### src/rtl/pulse_interval_cnt.sv
// Saturating cycle counter cleared by each pulse; captures the measured interval on the pulse.
module pulse_interval_cnt #(
   parameter int CBITS = 14
) (
   input  logic             clk,
   input  logic             rst,
   input  logic             sig,
   output logic [CBITS-1:0] cnt,
   output logic [CBITS-1:0] interval,
   output logic [CBITS-1:0] gap
);

   // Saturating increment doubles as the interval that a pulse this cycle would measure.
   always_comb begin
      interval = (&cnt) ? cnt : cnt + CBITS'(1);
   end

   always_ff @(posedge clk) begin
      if (rst) begin
         cnt <= '0;
         gap <= '0;
      end else if (sig) begin
         cnt <= '0;
         gap <= interval;
      end else begin
         cnt <= interval;
      end
   end

endmodule

### config.mk
export PLATFORM = sky130hd
export DESIGN_NAME = pulse_interval_cnt
export DESIGN_NICKNAME = d
export VERILOG_FILES = /design/src/rtl/pulse_interval_cnt.sv
export SDC_FILE = /design/constraint.sdc
export NUM_CORES = 1
export LEC_CHECK = 0
export ABC_AREA = 1
export CORE_MARGIN = 2
export CORE_UTILIZATION = 45
export CTS_CLUSTER_DIAMETER = 100
export DETAILED_ROUTE_END_ITERATION = 6
export PLACE_DENSITY = 0.79
export SLEW_MARGIN = 20
export SYNTH_ARGS = -nofsm -noshare
export SYNTH_HDL_FRONTEND = slang
export SYNTH_SLANG_ARGS = --single-unit
### constraint.sdc
create_clock -name clk -period 2.2 [get_ports clk]
set_input_delay 0.66 -clock clk [delete_from_list [all_inputs] [get_ports clk]]
set_output_delay 0.66 -clock clk [all_outputs]
set_load 0.02 [all_outputs]
# [Word-level counts from Yosys, hierarchy flattened]
# Index checks and enable logic that the tools add are counted.
[word_totals] regBits=28 input_bits=3 out_inout_bits=42 wordCells=6
[classes] n_addsub=1 n_mux=1 n_reduce_logical=2
[ops] op="$add 14x1->14 const B" n=1
[ops] op="$mux 14" n=1
[ops] op="$reduce_and 14->1" n=1
[ops] op="$reduce_or 2->1" n=1

# [Depth between registers and ports, before layout]
[depth] ltp_word=2 depth_mapped=9 depth_no_buf=9

# [Least setup slack after synthesis]
# Ideal clock, no wire load.
[synth_timing] kind="register -> output" start="register cnt[0]" end="output port interval[0]" arrival_ns=1.475 required_time_ns=1.540 slack_ns=0.065 path_stages_with_launch=10 n_path_buf=0 cell_sequence="dfxtp_1 ha_1 nand3_2 inv_2 nand2_4 clkinv_2 nand2_4 nand2_2 nand2_2 inv_1"
[synth_via] elab_chain_cells=2 elab_cells_between_ends=3 classes_between="add/sub: 1; mux: 1; reduce/logical: 1"
[synth_lines] element="start, declared" line="8" source="output logic [CBITS-1:0] cnt,"
[synth_lines] element="start signal, assigned" line="26" source="cnt <= interval;"
[synth_lines] element="$add 14x1->14 / $reduce_and 14->1 (equally long branches)" line="15" source="interval = (&cnt) ? cnt : cnt + CBITS'(1);"
[synth_lines] element="$mux 14 (*)" line="15"
[synth_lines] element="end, declared" line="9" source="output logic [CBITS-1:0] interval,"
# Every way passes the cells marked *; elsewhere a longest branch is shown, timed or not.

# [Final worst setup path]
[layout_timing] start="register cnt[0]" end="output port interval[4]"
# The elaborated chain is that of the path after synthesis.

==> results by group <==
Global route
  – Number of antenna violations at the first check in global routing: 0
  – Global-route wire length before repair: 6310 µm
  – Number of global-route vias before repair: 1400
  – Global route total overflow: 0
  – Global routing usage summed across all routing layers: 24.0%
  – Maximum number of pins on one net before global-route repair: 19

Floorplan
  – I/O pin cnt: 45
  – Die Y: 58.6 µm
  – Core area: 2780 µm²
  – Die extent in x: 58.6 µm
  – DIE AREA: 3430 µm²
  – Starting density of the core: 48.2%
  – Row count: 19

Routing
  – Final Routed Wirelength: 4480 µm
  – Routed wl met3: 229 µm
  – Met2 routed WL: 2320 µm
  – First-pass iteration count of the detailed router: 4
  – Max layer used: met4
  – Number of vias in the routed layout: 1582
  – Number of DRC markers after the initial detailed-route iteration: 83
  – Met1 wire length: 1800 µm
  – Routed WL per cell: 14.4 µm
  – Number of DRC violations after detailed routing: 0
  – Via count normalized by instance count: 5.07
  – Number of nets with antenna violations after routing: 0

Critical path
  – CP Max Fanout: 5
  – Endpoint class of the critical path: output pin
  – Setup Crit Path Kind: flip-flop to output pin
  – Crit path DAT: 1.72 ns
  – Data required time at the worst endpoint: 1.54 ns
  – Type of origin of the critical path: flip-flop

Placement
  – Total of buffers placed on input and output ports: 44
  – Final HPWL DP: 2490 µm
  – Pre-CTS WS: -0.198 ns
  – RePlAce Congestion: 0.799

STA
  – Min cycle time layout: 2.38 ns
  – Post-route worst setup slack: -0.181 ns
  – Worst hold slack after final layout: 0.459 ns
  – Max-slew violation count: 0
  – Unrepaired setup endpoints after global routing: yes
  – Part of the cycle the worst path needs: 108%
  – Slew HR: 72.6%
  – Setup-failing EPs final: 14
  – Highest Clock Rate: 0.420 GHz
  – Clock tree skew after final layout: 0.0122 ns
  – Hold Vio Cnt, Final: 0
  – Transition time at the pin with the least slew margin: 0.408 ns

Synth
  – Flops & latches, synth: 28
  – Count of distinct cell types in the synthesized netlist: 23
  – Warnings, synthesis: 0
  – Number of instances in the synthesized netlist: 189
  – Mean post-synth cell area: 7.09 µm²
  – Sequential share of the synthesized area: 41.8%
  – Nets in the synthesized netlist: 193
  – Cell area after synthesis: 1340 µm²

Finish
  – Net count reported at finish: 286
  – Inserted Diodes: 0
  – Area taken by multi-input logic gates: 787 µm²
  – FF+latch area: 569 µm²
  – Area growth syn-to-layout: 74.1%
  – Proportion of layout cells with a drive suffix above 1: 42.0%
  – Number of filler instances in the final layout: 162

Pwr
  – Pwr/cell area: 367 nW/µm²
  – Largest voltage drop on the vdd net: 504 µV
  – Static power due to leakage: 1.15 nW

CTS
  – Clock latency on the worst-skew pair: 0.35 ns
  – Post-CTS clock slew at the launch and capture registers of the worst setup and hold paths: 0.16 ns
  – Root buffer cell: clkbuf_4
  – CTS tree: built
  – CTS Buf Count: 3
  – Hold_buf cts: 0
  – H-tree levels: 1
  – TritonCTS Sinks: 28
  – Longest Clk Path Bufs: 2

Outcome
  – Violations in the final reports: setup timing
  – Result of the run: finished, violations left

Job
  – Number of max-cap violations: 0

Worst hold path
  – Path type of the worst min-delay path: flip-flop to flip-flop
## cells in the mapped netlist (all sizes together)
master / count / area share [%]
nand2: 68 / 21
inv: 29 / 8.1
dfxtp: 28 / 42
nor2: 27 / 11
nand3: 15 / 7.8
o21ai: 8 / 3.0
nand4: 3 / 1.4
clkinv: 2 / 0.65
nand3b: 2 / 1.1
xor2: 2 / 1.3
a21oi: 1 / 0.37
a31oi: 1 / 0.47
clkbuf: 1 / 0.28
ha: 1 / 0.93
xnor2: 1 / 0.65
## registers in the layout (all words and copies together) (netlist names)
| signal | cells |
|---|---|
| cnt | 14 |
| gap | 14 |
## layout by cell type (no fill, tap or decap), drive strengths merged
master / synthesis / routed
nand2: 68 / 68
buf: 0 / 59
o21ai: 8 / 8
clkinv: 2 / 2
xor2: 2 / 2
nand4: 3 / 3
clkdlybuf4s50: 0 / 26
nand3: 15 / 15
nor2: 27 / 27
dlygate4sd2: 0 / 1
dlymetal6s2s: 0 / 3
clkbuf: 1 / 4
ha: 1 / 1
a31oi: 1 / 1
inv: 29 / 29
dfxtp: 28 / 28
a21oi: 1 / 1
xnor2: 1 / 1
nand3b: 2 / 2
## path summary, 6_finish.rpt
| kind | start | end | slack [ns] | cells after the start |
|---|---|---|---|---|
| worst max-delay path | cnt[0] | interval[4] | -0.18 | 10 |
| worst min-delay path | gap[8] | gap[8] | 0.46 | 2 |
| worst max register to register | cnt[0] | gap[7] | 0.65 | 10 |
| worst min register to register | gap[8] | gap[8] | 0.46 | 2 |
## per-layer routing
layer / global-route usage [%] / up-vias
met4: 11.0 / 0
met5: 0 / -
met3: 3.74 / 17
li1: - / 766
met2: 42.2 / 67
met1: 28.6 / 732
## final cells by class
| class | count | share of cell area [%] |
|---|---|---|
| inverters | 31 | 5.15 |
| multi-input cells | 129 | 33.7 |
| clock buffers | 4 | 1.55 |
| well taps | 31 | 1.66 |
| flip-flops and latches | 28 | 24.4 |
| repair buffers | 89 | 33.5 |
## cells by family after synthesis
logic type               Yosys count  share of synthesized area [%]
AO/OA/AOI/OAI                     10                           3.83
buffers and inverters             32                           9.06
XOR/XNOR                           3                           1.96
AND/OR/NAND/NOR                  115                           42.4
adder cells (fa/ha/maj)            1                          0.934
flip-flops                        28                           41.8
## stage by stage
stage / instances / total power, W / utilization (%) / instance area [µm²] / setup TNS [ns]
finish: 312 / 0.000857 / 83.9 / 2330 / -1.73
global route: 312 / 0.000889 / 83.9 / 2330 / -2.35
CTS: 308 / 0.000850 / 80.5 / 2240 / -0.690
detailed placement: 301 / 0.000594 / 75.5 / 2100 / -2.09
global placement: 301 / 0.000593 / 75.5 / 2100 / -1.59
floorplan: 189 / 0.000558 / - / 1340 / 0
## worst max-delay path, cell delays in order (launching register included)
cell and delay (ns):
dfxtp_2 0.39, ha_4 0.16, nand3_4 0.09, inv_4 0.08, nand2_4 0.07, nor2_4 0.13, buf_12 0.14, buf_12 0.12
nor2_4 0.03, inv_2 0.05, buf_6 0.10
## where the power goes
group	internal [W]	leakage, nW	switching [W]
clock	0.000102	0.0210	0.000160
sequential	0.000512	0.229	0.00000360
combinational	0.0000345	0.903	0.0000452
total	0.000648	1.15	0.000209
## repair_timing
action                     CTS  global route
setup endpoints to repair   15            19
resized for setup          102            17
pin swaps                   10             3
buffers inserted             3             4
(Power assumes the default switching activity.)
